### config.mk
export PLATFORM = sky130hd
export DESIGN_NAME = if_fetch_unit
export DESIGN_NICKNAME = d
export VERILOG_FILES = /design/src/rtl/arm_pkg.sv /design/src/rtl/fetch_pc_reg.sv /design/src/rtl/if_fetch_unit.sv
export SDC_FILE = /design/constraint.sdc
export NUM_CORES = 1
export LEC_CHECK = 0
export CAP_MARGIN = 20
export CORE_UTILIZATION = 30
export CTS_CLUSTER_DIAMETER = 40
export CTS_CLUSTER_SIZE = 14
export DETAILED_ROUTE_END_ITERATION = 8
export GPL_ROUTABILITY_DRIVEN = 1
export SETUP_SLACK_MARGIN = 0.4
export SLEW_MARGIN = 5
export SYNTH_ARGS = -nofsm -noshare
export SYNTH_HDL_FRONTEND = slang
export SYNTH_SLANG_ARGS = --single-unit
export TNS_END_PERCENT = 50
### constraint.sdc
create_clock -name clk -period 2 [get_ports clk]
set_input_delay 0.4 -clock clk [delete_from_list [all_inputs] [get_ports clk]]
set_output_delay 0.4 -clock clk [all_outputs]
set_load 0.01 [all_outputs]
### src/rtl/arm_pkg.sv
// Shared types and constants for the ARM fetch front end.
package arm_pkg;

    localparam int unsigned INSTR_W = 32;
    localparam int unsigned ADDR_W  = 32;

    localparam logic [INSTR_W-1:0] NOP_INSTR = 32'h0;

    typedef enum logic {
        S_REQ  = 1'b0,
        S_HOLD = 1'b1
    } fetch_state_e;

    function automatic logic [ADDR_W-1:0] word_align(input logic [ADDR_W-1:0] addr);
        return addr & ~ADDR_W'(3);
    endfunction

endpackage

### src/rtl/fetch_pc_reg.sv
// Program counter with redirect (highest priority) and sequential increment.
module fetch_pc_reg
    import arm_pkg::*;
#(
    parameter logic [ADDR_W-1:0] RESET_PC = 32'h0000_0000,
    parameter logic [ADDR_W-1:0] PC_STEP  = 32'd4
) (
    input  logic              clk,
    input  logic              rst,
    input  logic              inc,
    input  logic              redirect,
    input  logic [ADDR_W-1:0] redirect_addr,
    output logic [ADDR_W-1:0] pc,
    output logic [ADDR_W-1:0] pc_next
);

    always_comb begin
        pc_next = pc;
        if (redirect) begin
            pc_next = word_align(redirect_addr);
        end else if (inc) begin
            pc_next = pc + PC_STEP;
        end
    end

    always_ff @(posedge clk or negedge rst) begin
        if (!rst) begin
            pc <= RESET_PC;
        end else begin
            pc <= pc_next;
        end
    end

endmodule

### src/rtl/if_fetch_unit.sv
// Fetch front end: PC ownership, imem req/ack handshake, branch kill, freeze hold.
// Optional stall counter enabled by defining FETCH_PERF_CNT_EN.
module if_fetch_unit
    import arm_pkg::*;
#(
    parameter logic [ADDR_W-1:0] RESET_PC = 32'h0000_0000,
    parameter logic [ADDR_W-1:0] PC_STEP  = 32'd4
) (
    input  logic               clk,
    input  logic               rst,
    input  logic               freeze,
    input  logic               branch_taken,
    input  logic [ADDR_W-1:0]  branch_addr,
    output logic               imem_req,
    output logic [ADDR_W-1:0]  imem_addr,
    input  logic               imem_ack,
    input  logic [INSTR_W-1:0] imem_rdata,
    output logic [ADDR_W-1:0]  pc_out,
    output logic [INSTR_W-1:0] instruction_out,
    output logic               valid_out
`ifdef FETCH_PERF_CNT_EN
    ,
    output logic [31:0]        stall_cnt
`endif
);

    fetch_state_e       state_q, state_d;
    logic               kill_q, kill_d;
    logic               req_d;
    logic [ADDR_W-1:0]  addr_d;
    logic [INSTR_W-1:0] instr_d;
    logic [ADDR_W-1:0]  pc_out_d;
    logic               valid_d;
    logic               pc_inc;
    logic               ack_v;
    logic [ADDR_W-1:0]  pc;
    logic [ADDR_W-1:0]  pc_next;

    fetch_pc_reg #(
        .RESET_PC (RESET_PC),
        .PC_STEP  (PC_STEP)
    ) u_pc (
        .clk           (clk),
        .rst           (rst),
        .inc           (pc_inc),
        .redirect      (branch_taken),
        .redirect_addr (branch_addr),
        .pc            (pc),
        .pc_next       (pc_next)
    );

    // Acks are only meaningful against an outstanding request.
    assign ack_v = imem_ack && imem_req;

    always_comb begin
        state_d  = state_q;
        kill_d   = kill_q;
        pc_inc   = 1'b0;
        instr_d  = instruction_out;
        pc_out_d = pc_out;
        valid_d  = valid_out;
        req_d    = 1'b0;
        addr_d   = imem_addr;

        unique case (state_q)
            S_REQ: begin
                if (ack_v) begin
                    kill_d = 1'b0;
                    if (!kill_q && !branch_taken) begin
                        instr_d  = imem_rdata;
                        pc_out_d = pc + PC_STEP;
                        valid_d  = 1'b1;
                        state_d  = S_HOLD;
                    end
                end else if (branch_taken && imem_req) begin
                    // Request cannot be aborted; mark its data as stale.
                    kill_d = 1'b1;
                end
            end
            S_HOLD: begin
                if (branch_taken || !freeze) begin
                    pc_inc  = !branch_taken;
                    valid_d = 1'b0;
                    instr_d = NOP_INSTR;
                    state_d = S_REQ;
                end
            end
            default: state_d = S_REQ;
        endcase

        // Keep an outstanding request stable; otherwise issue at the next PC.
        if (imem_req && !imem_ack) begin
            req_d  = 1'b1;
            addr_d = imem_addr;
        end else if (state_d == S_REQ) begin
            req_d  = 1'b1;
            addr_d = pc_next;
        end
    end

    always_ff @(posedge clk or negedge rst) begin
        if (!rst) begin
            state_q         <= S_REQ;
            kill_q          <= 1'b0;
            imem_req        <= 1'b0;
            imem_addr       <= '0;
            instruction_out <= NOP_INSTR;
            pc_out          <= '0;
            valid_out       <= 1'b0;
        end else begin
            state_q         <= state_d;
            kill_q          <= kill_d;
            imem_req        <= req_d;
            imem_addr       <= addr_d;
            instruction_out <= instr_d;
            pc_out          <= pc_out_d;
            valid_out       <= valid_d;
        end
    end

`ifdef FETCH_PERF_CNT_EN
    always_ff @(posedge clk or negedge rst) begin
        if (!rst) begin
            stall_cnt <= '0;
        end else if (!valid_out || (state_q == S_HOLD && freeze)) begin
            stall_cnt <= stall_cnt + 32'd1;
        end
    end
`endif

endmodule

* Yosys cells after proc, flatten, opt, wreduce, memory -nomap -nowiden *
Cells that the tools add are included.

word-level totals
  bits in registers = 132
  input bits = 69
  output and inout bits = 98

cells by class
  add/sub/neg operators = 1
  eq/ne operators = 3
  mux-type cells = 20
  bitwise logic cells = 3
  reduce and logical (&&, ||, !) cells = 14

operators with widths
  cell                     number
  $mux W32                 5
  $pmux W32 S2             1
  $add A32 B3 Y32 const B  1
  $mux W1                  12
  $reduce_and A3 Y1        2
  $logic_and A1 B1 Y1      4
  $logic_not A1 Y1         4
  $ne A2 B2 Y1 const B     2
  $pmux W1 S2              2
  $reduce_and A2 Y1        2
  $not A1 Y1               3
  $ne A2 B1 Y1 const B     1
  $reduce_bool A2 Y1       1
  $logic_or A1 B1 Y1       1

* Logic depth before layout (Yosys ltp) *
Gate-level depths: netlist of run 1.

  depth after elaboration = 7
  mapped depth = 8
  depth with buffers taken out = 6

* Modules after synthesis *
Synthesis of run 1 repeated with hierarchy kept, for this count alone.

unflattened totals
  cells, all modules = 647
  area total of the unflattened synthesis = 6262.3 µm²

modules (own cells, without submodules)
  module         times used  cells an instance  area an instance (µm²)  sequential area each (µm²)
  if_fetch_unit  1           438                4413.0                  2502.4
  fetch_pc_reg   1           209                1849.3                  800.8

* Least setup slack after synthesis of run 1 *
Ideal clock, no wire load.

  kind = reg-to-reg
  start = register u_pc.pc[2]
  end = register imem_addr[24]
  arrival time = 1.985 ns
  data required time = 1.874 ns
  path slack = -0.111 ns
  cell stages (with the launch flop) = 9
  path buffers = 2
  period minus slack after synthesis = 2.111 ns
  cells stage by stage = dfrtp_1 ha_1 nand3_1 clkbuf_1 nor4_1 buf_2 nand3_1 xnor2_1 a221o_1

on the way
  word-level cells in the longest chain between the ends = 3

RTL lines
  what                    RTL line              RTL
  start, declared         fetch_pc_reg.sv:13    output logic [ADDR_W-1:0] pc,
  start signal, assigned  fetch_pc_reg.sv:30    pc <= pc_next;
  $add A32 B3 Y32         fetch_pc_reg.sv:22    pc_next = pc + PC_STEP;
  $mux W32                fetch_pc_reg.sv:21    end else if (inc) begin
  $mux W32                fetch_pc_reg.sv:19    if (redirect) begin
  end signal, assigned    if_fetch_unit.sv:114  imem_addr <= addr_d;
  end, declared           if_fetch_unit.sv:15   output logic [ADDR_W-1:0] imem_addr,

Every way passes these cells.
A chain may end at the register's enable or synchronous reset.

* Final worst setup path of run 1 *
  start = register u_pc.pc[9]
  end = register imem_addr[21]

Same word-level chain as after synthesis.

==> results of run 1 <==
[registers in the layout, indices dropped and copies added, names as in the netlist]
register,cells
pc_out,32
state_q,1
kill_q,1
imem_req,1
instruction_out,32
valid_out,1
imem_addr,32
u_pc.pc,32
[layer usage]
metal	global-route usage [%]	up-vias	wire length, um
met1	24.3	2710	8830
met5	0	-	0
met4	5.58	0	335
met2	29.6	159	9560
met3	4.04	26	967
li1	-	2686	-
[cell usage after synthesis (all sizes together), types with 9 or more instances]
cell type	n	area [um^2]
nand2	149	559
dfrtp	132	3300
nand3	52	260
o21ai	46	230
clkbuf	38	143
xnor2	29	254
mux2	28	315
xor2	24	210
nor2	19	71.3
nor3	17	95.1
a21oi	15	75.1
nand4	14	103
and3	12	75.1
nor4	12	118
a221o	10	100
buf	9	45.0
[what timing repair did]
item	4_1_cts	5_1_grt
hold buffers	1	0
cloned	0	1
gates resized for setup	95	174
setup endpoints to repair	170	150
setup buffers	20	22
pin swaps	30	44
endpoints found under the hold margin	50	0
[power by group through the flow]
stage	Clock [mW]	Combinational, mW	Sequential [mW]
after global routing	3.36	3.23	3.82
final	3.17	2.98	3.73
after CTS	3.24	2.98	3.74
after global placement	0	2.98	3.77
after floorplan	0	0.924	3.99
after detailed placement	0	3.01	3.77
[worst max-delay path: cells and delay by family, from the launching register on]
| kind | cells | cell delay [ns] |
|---|---|---|
| AO/OA/AOI/OAI | 1 | 0.33 |
| buffers and inverters | 3 | 0.52 |
| XOR/XNOR | 1 | 0.15 |
| flip-flops | 1 | 0.42 |
| AND/OR/NAND/NOR | 3 | 0.41 |
[cell families (layout without fill, tap and decap cells)]
kind of cell               count (synthesis)  after routing  synth area share [%]
and+or+nand+nor                          291            291                  22.5
DFF                                      132            132                  53.2
AOI/OAI and AO/OA                         80             80                  7.72
xor gates and xnor gates                  53             53                  7.48
buffers and inverters                     52            310                  3.33
muxes                                     31             31                  5.56
adders and majority gates                  1              1                 0.201
[worst paths after layout]
check,startpoint,slack (ns),endpoint,cells past startpoint
worst max register to register,u_pc.pc[9]$_DFF_PN0_,0.04,imem_addr[21]$_DFFE_PN0P_,8
worst min-delay path,branch_taken,0.45,u_pc.pc[31]$_DFF_PN0_,3
worst max-delay path,u_pc.pc[9]$_DFF_PN0_,0.04,imem_addr[21]$_DFFE_PN0P_,8
min in group asynchronous,rst,0.50,imem_addr[2]$_DFFE_PN0P_,2
worst min register to register,pc_out[1]$_DFFE_PN0P_,0.46,pc_out[1]$_DFFE_PN0P_,2
max in group asynchronous,rst,0.88,instruction_out[0]$_DFFE_PN0P_,3
[final cells by class]
cell class / instances / area, um^2
Clock buffer: 24 / 502
Inverter: 5 / 18.8
Timing Repair Buffer: 273 / 2880
Multi-Input combinational cell: 456 / 3390
Clock inverter: 8 / 98.8
Fill cell: 1782 / 9700
Sequential cell: 132 / 3310
Tap cell: 270 / 338
[per-stage QoR]
step                setup WS, ns  cells  utilization, %  power (mW)
floorplan                 0.0550    640               -        4.92
global placement          -0.318   1092            43.0        6.75
detailed placement        -0.334   1092            43.0        6.78
CTS                       0.0712   1145            48.0        9.96
global route             -0.0429   1168            52.1        10.4
finish                    0.0408   1168            52.1        9.88
==> impl_results.md, run 1 <==
- Syn Area/Cell: 9.70 um^2
- Clock root buffer: clkbuf_16
- Worst skew pair latency: 0.42 ns
- Max Buffers Root-to-Sink: 2
- Ratio of total power to cell area: around 940 mW/mm^2
- Clock-pin slew on the worst setup and hold paths: 0.06 ns
- # rows: 52
- Die area: 0.0213 mm^2
- Clock power frac: approximately a third
- Synth Cell Area: just over 0.006 mm^2
- Via-per-instance ratio: 4.78
- Total wire length: 19700 um
- Drc violations: 0
- Status: finished, final reports clean
- Post-Synthesis Cells: 640
- DR iter-0 viols: approximately 240
- Slowest Stage Delay on Critical Path: 0.42 ns
- Top FF cell, synth: dfrtp_1
- Die width: around 150 um
- Share of cells above drive strength 1: 28.0%
- Fmax: 510 MHz
- CTS tree: done
- Commonest cells after routing, fill and taps aside: 142 x nand2_1, 126 x dfrtp_1, 69 x dlymetal6s2s_1
- Layout area overhead: 69.8%
- GRT Total Usage: a little under a fifth
- Antenna-violating nets left: 0
- Post-DP HPWL: 12900 um
- Cell Int Power: between 6 and 7 mW
- YS warnings: 0
- Largest net degree at the start of global routing: 54
- Net Sw Power: 2.97 mW
- WL/cell: 16.9 um
- Critical path capture point type: flop
- Switch share: 30.1%
- Post-synth ARST share: 100%
- 1st-pass router iterations: 4
- Sequential share of power: 37.8%
- Antenna violations before repair: 0
- Leak: around 5.6 nW
- Startpoint types: flop
- Via count: 5581
- Core Region: 0.0202 mm^2
- Worst slew margin: about 65%
- Most used cell, CP: buf_6
- Worst Skew: 0.0103 ns
- #FFs+latches synth: 132
- RSZ-0062 raised after global routing: true
- Slew Limit Fails: 0
- Fin Setup TNS: 0 ns
- Buffers on Ports: roughly 160
- I/O Pins: between 150 and 200
- Crit-path cells: buf_6 -> nand4_1 -> buf_4 -> nor4_4 -> buf_6 -> nand3_4 -> xnor2_2 -> a221o_1
- Sequential share of the synthesized area: 53.2%
- WS Path Type: reg -> reg
- DIE HEIGHT: between 100 and 150 um
- Finished Cell Area: approximately 0.011 mm^2
- Max Cap Violations: 0
- Total gr overflow: 0
- CP required: 2.29 ns
- Commonest non-fill, non-tap cell in the layout: nand2_1
- H-Tree Depth: 4
- Worst VDD drop: 0.581 mV
- Starting Density: 30.7%
- Final setup vio count: 0
- Slowest CP cell: dfrtp_1
- Number of clock sinks: roughly 130
- HP Class: in -> reg
- First-pass GRT wire length: 30200 um
- Minimum hold slack: 0.455 ns
- Syn nets: 710
- Final hold violations: 0
- Post-synth EDFFs: 0
- Slew @ Worst Pin: 0.522 ns
- Gate power share: 30.2%
- Area after DPL: a little under 0.009 mm^2
- Vias in the first global route: 5515
- Min cycle time layout: 1.96 ns
- Inserted Clock Buffers: 17
- CP Max Fanout: 6
- Arrival time worst endpoint: 2.25 ns
- Diode count: 0
- Count of cell types in the netlist: 39
- Crit share post-route: a little over nine tenths
- Post-layout nets: 955
- RePlAce Congestion: 0.842
(Power assumes the default switching activity.)
==> run 2, diff against run 1 <==
--- a/config.mk
+++ b/config.mk
@@ -16,4 +16,3 @@
 export SYNTH_ARGS = -nofsm -noshare
 export SYNTH_HDL_FRONTEND = slang
 export SYNTH_SLANG_ARGS = --single-unit
-export TNS_END_PERCENT = 50
==> impl_results.md, run 2 (same netlist as run 1, synthesis figures left out) <==
- R2R Setup Slk: -0.01 ns (was 0.04 ns)
- GRT Total Usage: 18.2% (was 18.3%)
- Starting Density: 30.7% (unchanged)
- Total wire length: 18900 um (was 19700 um)
- Share of cells above drive strength 1: 25.4% (was 28.0%)
- Multi-input logic area: 0.00325 mm^2 (was 0.00339 mm^2)
- Placed Cells: 1099 (was 1092)
- Fin Setup TNS: -0.0117 ns (was 0 ns)
- CP endpoint: imem_addr[20]$_DFFE_PN0P_ (was imem_addr[21]$_DFFE_PN0P_)
- Layout area overhead: 60.7% (was 69.8%)
- Worst setup margin: -0.0117 ns (was 0.0408 ns)
- Reg area: 0.00331 mm^2 (about the same)
- # rows: 52 (unchanged)
- DR iter-0 viols: 244 (was 239)
- Core Region: 0.0202 mm^2 (unchanged)
- Reg2reg end: imem_addr[20]$_DFFE_PN0P_ (was imem_addr[21]$_DFFE_PN0P_)
- DIE HEIGHT: 146 um (unchanged)
- Via count: 5476 (was 5581)
- Worst VDD drop: 0.538 mV (was 0.581 mV)
- Slew Limit Fails: 0 (unchanged)
- Leak: 4.79 nW (was 5.64 nW)
- Max Cap Violations: 0 (unchanged)
- Worst slew margin: 73.1% (was 65.2%)
- HP Class: in -> reg (unchanged)
- Status: complete, but fails checks (was finished, final reports clean)
- Critical path capture point type: flop (unchanged)
- WL/cell: 16.4 um (was 16.9 um)
- Slowest Stage Delay on Critical Path: 0.58 ns (was 0.42 ns)
- Antenna-violating nets left: 0 (unchanged)
- Post-DP HPWL: 12900 um (about the same)
- CTS tree: done (unchanged)
- H-Tree Depth: 4 (unchanged)
- Worst Skew: 0.0107 ns (was 0.0103 ns)
- RePlAce Congestion: 0.796 (was 0.842)
- FF-to-FF Start: u_pc.pc[9]$_DFF_PN0_ (unchanged)
- Slowest CP cell: or4_4 (was dfrtp_1)
- Diode count: 0 (unchanged)
- Slew @ Worst Pin: 0.402 ns (was 0.522 ns)
- Total gr overflow: 0 (unchanged)
- Commonest cells after routing, fill and taps aside: 145 x nand2_1, 128 x dfrtp_1, 98 x dlygate4sd2_1 (was 142 x nand2_1, 126 x dfrtp_1, 69 x dlymetal6s2s_1)
- FF-to-FF path depth: 6 (was 8)
- Crit-path cells: nand4_4 -> or4_4 -> buf_12 -> nor4_4 -> xor2_1 -> a221o_1 (was buf_6 -> nand4_1 -> buf_4 -> nor4_4 -> buf_6 -> nand3_4 -> xnor2_2 -> a221o_1)
- Via-per-instance ratio: 4.74 (was 4.78)
- Commonest non-fill, non-tap cell in the layout: nand2_1 (unchanged)
- Post-layout nets: 942 (was 955)
- Final setup vio count: 1 (was 0)
- Max Buffers Root-to-Sink: 2 (unchanged)
- Largest net degree at the start of global routing: 53 (was 54)
- Number of clock sinks: 132 (unchanged)
- Antenna violations before repair: 0 (unchanged)
- Crit share post-route: 101% (was 98.0%)
- Fmax: 497 MHz (was 510 MHz)
- Die width: 146 um (unchanged)
- Failing checks: negative setup slack
- Number of fill cells: 1895 (was 1782)
- 1st-pass router iterations: 4 (unchanged)
- I/O Pins: 167 (unchanged)
- Drc violations: 0 (unchanged)
- WS Path Type: reg -> reg (unchanged)
- Vias in the first global route: 5545 (was 5515)
- CP startpoint: u_pc.pc[9]$_DFF_PN0_ (unchanged)
- Ratio of total power to cell area: 979 mW/mm^2 (was 938 mW/mm^2)
- Inserted Clock Buffers: 17 (unchanged)
- Worst skew pair latency: 0.42 ns (about the same)
- RSZ-0062 raised after global routing: true (unchanged)
- Post-Layout Cell Count: 1155 (was 1168)
- Clock root buffer: clkbuf_16 (unchanged)
- Final hold violations: 0 (unchanged)
- Startpoint types: flop (unchanged)
- Min cycle time layout: 2.01 ns (was 1.96 ns)
- CP required: 2.29 ns (about the same)
- Buffers on Ports: 164 (unchanged)
- Die area: 0.0213 mm^2 (unchanged)
- CP Max Fanout: 7 (was 6)
- Arrival time worst endpoint: 2.31 ns (was 2.25 ns)
- Clock-pin slew on the worst setup and hold paths: 0.06 ns (about the same)
- First-pass GRT wire length: 30200 um (about the same)
-- run 2: cell types whose count changed in the layout (fill, tap and decap cells not counted), sizes merged --
cell | before | now
dlygate4sd2 | 29 | 98
dlymetal6s2s | 69 | 1
bufinv | 2 | 4
clkdlybuf4s15 | 1 | 0
buf | 109 | 97
clkdlybuf4s50 | 63 | 62
clkbuf | 25 | 23
-- run 2: power by group --
part | switching (mW) | leakage (nW) | total (mW) | internal [mW]
Sequential | 0.399 | 1.63 | 3.72 | 3.32
Combinational | 1.37 | 2.86 | 2.77 | 1.40
Clock | 1.17 | 0.294 | 3.28 | 2.11
Total | 2.94 | 4.79 | 9.77 | 6.83
-- run 2: area by class of cell --
type | count | share of cell area (%)
clock buffers | 22 | 4.55
clock inverters | 10 | 1.55
inverters | 5 | 0.188
multi-input cells | 456 | 32.5
flip-flops and latches | 132 | 33.1
well taps | 270 | 3.39
repair buffers | 260 | 24.6
-- run 2: how the worst min path moves through the flow --
| stage | from | endpoint | cells after the start |
|---|---|---|---|
| finish | imem_ack | kill_q$_DFFE_PN0P_ | 3 |
| global route | imem_ack | kill_q$_DFFE_PN0P_ | 3 |
| CTS | branch_taken | kill_q$_DFFE_PN0P_ | 3 |
| detailed placement | rst | u_pc.pc[0]$_DFF_PN0_ | 1 |
| global placement | rst | u_pc.pc[0]$_DFF_PN0_ | 1 |
| floorplan | rst | imem_addr[0]$_DFFE_PN0P_ | 0 |
-- run 2: what timing repair did --
action,4_1_cts,5_1_grt
hold endpoints to repair,25,0
gates resized for setup,137,96
pin swaps,11,35
setup buffers,17,5
endpoints found under the setup margin,173,91
cloned,1,0
hold buffers,1,0
-- run 2: per-layer routing --
layer  vias to the layer above  share of wire (%)  wire, um  GRT usage [%]
li1                       2661                  -         -              -
met1                      2664                 45      8460           23.9
met2                       130                 50      9460           29.5
met3                        21                3.9       742           4.26
met4                         0                1.4       261           5.89
met5                         -                  0         0              0
-- run 2: critical path: cells and delay by family, from the launching register on --
family	cells	cell delay, ns
compound gates	1	0.31
xor+xnor	1	0.13
buf+inv	1	0.16
flops	1	0.43
simple gates	3	0.85
-- run 2: stage by stage --
step	area [um^2]	power, mW	hold WS, ns	setup slack [ns]	util, %
after global routing	9980	10.3	0.358	-0.0648	49.3
after CTS	9530	9.76	0.365	0.00749	47.1
after global placement	8730	6.74	0.298	-0.182	43.1
final	9980	9.77	0.329	-0.0117	49.3
after detailed placement	8730	6.78	0.298	-0.233	43.1
after floorplan	6350	4.92	0.104	0.0552	-
==> run 3, diff against run 2 <==
--- a/config.mk
+++ b/config.mk
@@ -5,7 +5,7 @@
 export SDC_FILE = /design/constraint.sdc
 export NUM_CORES = 1
 export LEC_CHECK = 0
-export CAP_MARGIN = 20
+export CORE_MARGIN = 2
 export CORE_UTILIZATION = 30
 export CTS_CLUSTER_DIAMETER = 40
 export CTS_CLUSTER_SIZE = 14
==> impl_results.md, run 3 (same netlist as run 1, synthesis figures left out) <==
- Status: finished, final reports clean (was complete, but fails checks)
- Commonest cells after routing, fill and taps aside: 143 x nand2_1, 128 x dfrtp_1, 98 x dlygate4sd2_1 (was 145 x nand2_1, 128 x dfrtp_1, 98 x dlygate4sd2_1)
- Antenna-violating nets left: 0 (unchanged)
- Drc violations: 0 (unchanged)
- Hold path start: branch_taken (was imem_ack)
- Slew Limit Fails: 0 (unchanged)
- Final hold violations: 0 (unchanged)
- WS Path Type: reg -> reg (unchanged)
- Gate power share: 31.1% (was 28.3%)
- Via count: 5582 (was 5476)
- Startpoint types: flop (unchanged)
- Reg2reg end: imem_addr[30]$_DFFE_PN0P_ (was imem_addr[20]$_DFFE_PN0P_)
- Diode count: 0 (unchanged)
- Minimum hold slack: 0.388 ns (was 0.329 ns)
- Slew @ Worst Pin: 0.683 ns (was 0.402 ns)
- Via-per-instance ratio: 4.76 (was 4.74)
- Min cycle time layout: 1.95 ns (was 2.01 ns)
- GRT Total Usage: 17.7% (was 18.2%)
- Clock root buffer: clkbuf_16 (unchanged)
- Switch share: 31.0% (was 30.1%)
- # rows: 52 (unchanged)
- Arrival time worst endpoint: 2.25 ns (was 2.31 ns)
- Worst hold endpoint: kill_q$_DFFE_PN0P_ (unchanged)
- Worst slew margin: 54.0% (was 73.1%)
- Max Cap Violations: 0 (unchanged)
- First-pass GRT wire length: 30000 um (was 30200 um)
- Die width: 148 um (was 146 um)
- Antenna violations before repair: 0 (unchanged)
- Worst Hold Depth: 3 (unchanged)
- Max Buffers Root-to-Sink: 2 (unchanged)
- Number of clock sinks: 132 (unchanged)
- Vias in the first global route: 5444 (was 5545)
- WL/cell: 16.9 um (was 16.4 um)
- CTS tree: done (unchanged)
- Layout area overhead: 65.6% (was 60.7%)
- R2R Setup Slk: 0.05 ns (was -0.01 ns)
- Sequential share of power: 38.8% (was 38.1%)
- Cell Int Power: 6.58 mW (was 6.83 mW)
- I/O Pins: 167 (unchanged)
- DR iter-0 viols: 290 (was 244)
- 1st-pass router iterations: 5 (was 4)
- CP Max Fanout: 5 (was 7)
- Clock-pin slew on the worst setup and hold paths: 0.06 ns (about the same)
- Crit share post-route: 97.5% (was 101%)
- FF-to-FF Start: u_pc.pc[2]$_DFF_PN0_ (was u_pc.pc[9]$_DFF_PN0_)
- Post-DP HPWL: 13300 um (was 12900 um)
- Clock power frac: 30.2% (was 33.6%)
- Final setup vio count: 0 (was 1)
- Starting Density: 30.6% (was 30.7%)
- Worst skew pair latency: 0.42 ns (about the same)
- HP Class: in -> reg (unchanged)
- Share of cells above drive strength 1: 28.2% (was 25.4%)
- Buffers on Ports: 164 (unchanged)
- Core Region: 0.0203 mm^2 (was 0.0202 mm^2)
- Net Sw Power: 2.96 mW (was 2.94 mW)
- Total gr overflow: 0 (unchanged)
- RSZ-0062 raised after global routing: true (unchanged)
- H-Tree Depth: 4 (unchanged)
- Fin Setup TNS: 0 ns (was -0.0117 ns)
- Critical path capture point type: flop (unchanged)
- CP required: 2.30 ns (was 2.29 ns)
- Post-layout nets: 962 (was 942)
- Worst Skew: 0.0105 ns (was 0.0107 ns)
- Commonest non-fill, non-tap cell in the layout: nand2_1 (unchanged)
- Inserted Clock Buffers: 17 (unchanged)
- Worst VDD drop: 0.650 mV (was 0.538 mV)
- Largest net degree at the start of global routing: 49 (was 53)
- Leak: 4.97 nW (was 4.79 nW)
- Fmax: 513 MHz (was 497 MHz)
- FF-to-FF path depth: 8 (was 6)
- RePlAce Congestion: 0.827 (was 0.796)
- DIE HEIGHT: 148 um (was 146 um)
- Total wire length: 19800 um (was 18900 um)
- Die area: 0.0219 mm^2 (was 0.0213 mm^2)
- Ratio of total power to cell area: 928 mW/mm^2 (was 979 mW/mm^2)
[run 3: routing by layer]
metal / vias up / part of all wire, % / track usage (%) / wire, um
li1: 2687 / - / - / -
met1: 2733 / 44 / 23.4 / 8620
met2: 144 / 50 / 29.3 / 9940
met3: 18 / 5.1 / 4.20 / 1000
met4: 0 / 1.1 / 4.90 / 212
met5: - / 0 / 0 / 0
[run 3: worst max-delay path: stages (launching register included)]
cell and delay [ns]:
dfrtp_1 0.41, ha_4 0.17, nand3_4 0.08, buf_12 0.15
nor4_4 0.17, buf_4 0.20, a21oi_2 0.06, a211o_1 0.30
mux2_4 0.27
[run 3: worst max path at each step]
stage                               start                        end  slack [ns]
floorplan            u_pc.pc[2]$_DFF_PN0_  imem_addr[20]$_DFFE_PN0P_        0.06
global placement                   freeze  imem_addr[11]$_DFFE_PN0P_       -0.18
detailed placement                 freeze  imem_addr[11]$_DFFE_PN0P_       -0.20
CTS                  u_pc.pc[2]$_DFF_PN0_  imem_addr[20]$_DFFE_PN0P_        0.04
global route        u_pc.pc[12]$_DFF_PN0_  imem_addr[21]$_DFFE_PN0P_       -0.04
finish               u_pc.pc[2]$_DFF_PN0_  imem_addr[30]$_DFFE_PN0P_        0.05
[run 3: power by group through the flow]
stage / Combinational, mW / Clock [mW] / Sequential, mW
after floorplan: 0.929 / 0 / 3.99
after global placement: 3.02 / 0 / 3.75
after detailed placement: 3.05 / 0 / 3.75
after CTS: 2.76 / 2.94 / 3.69
after global routing: 3.22 / 3.06 / 3.79
final: 2.96 / 2.88 / 3.70
[run 3: layout make-up]
| cell class | instances | area [um^2] |
|---|---|---|
| multi-input cells | 456 | 3380 |
| clock buffers | 23 | 468 |
| flip-flops and latches | 132 | 3310 |
| inverters | 5 | 18.8 |
| repair buffers | 280 | 2710 |
| well taps | 270 | 338 |
| clock inverters | 6 | 57.6 |
| fillers | 1872 | 10000 |
[run 3: stage by stage]
| stage | cell area (um^2) | total power, mW | utilization [%] | instances | setup WS (ns) |
|---|---|---|---|---|---|
| after floorplan | 6350 | 4.92 | - | 640 | 0.0552 |
| after global placement | 8760 | 6.76 | 43.2 | 1102 | -0.177 |
| after detailed placement | 8760 | 6.80 | 43.2 | 1102 | -0.202 |
| after CTS | 9520 | 9.40 | 46.9 | 1151 | 0.0375 |
| after global routing | 10300 | 10.1 | 50.6 | 1172 | -0.0429 |
| final | 10300 | 9.54 | 50.6 | 1172 | 0.0496 |
[run 3: what timing repair did]
item,CTS,global route
cloned,2,1
setup buffers,17,20
hold endpoints to repair,28,0
pin swaps,18,65
hold buffers,1,0
setup endpoints to repair,171,78
gates resized for setup,139,130
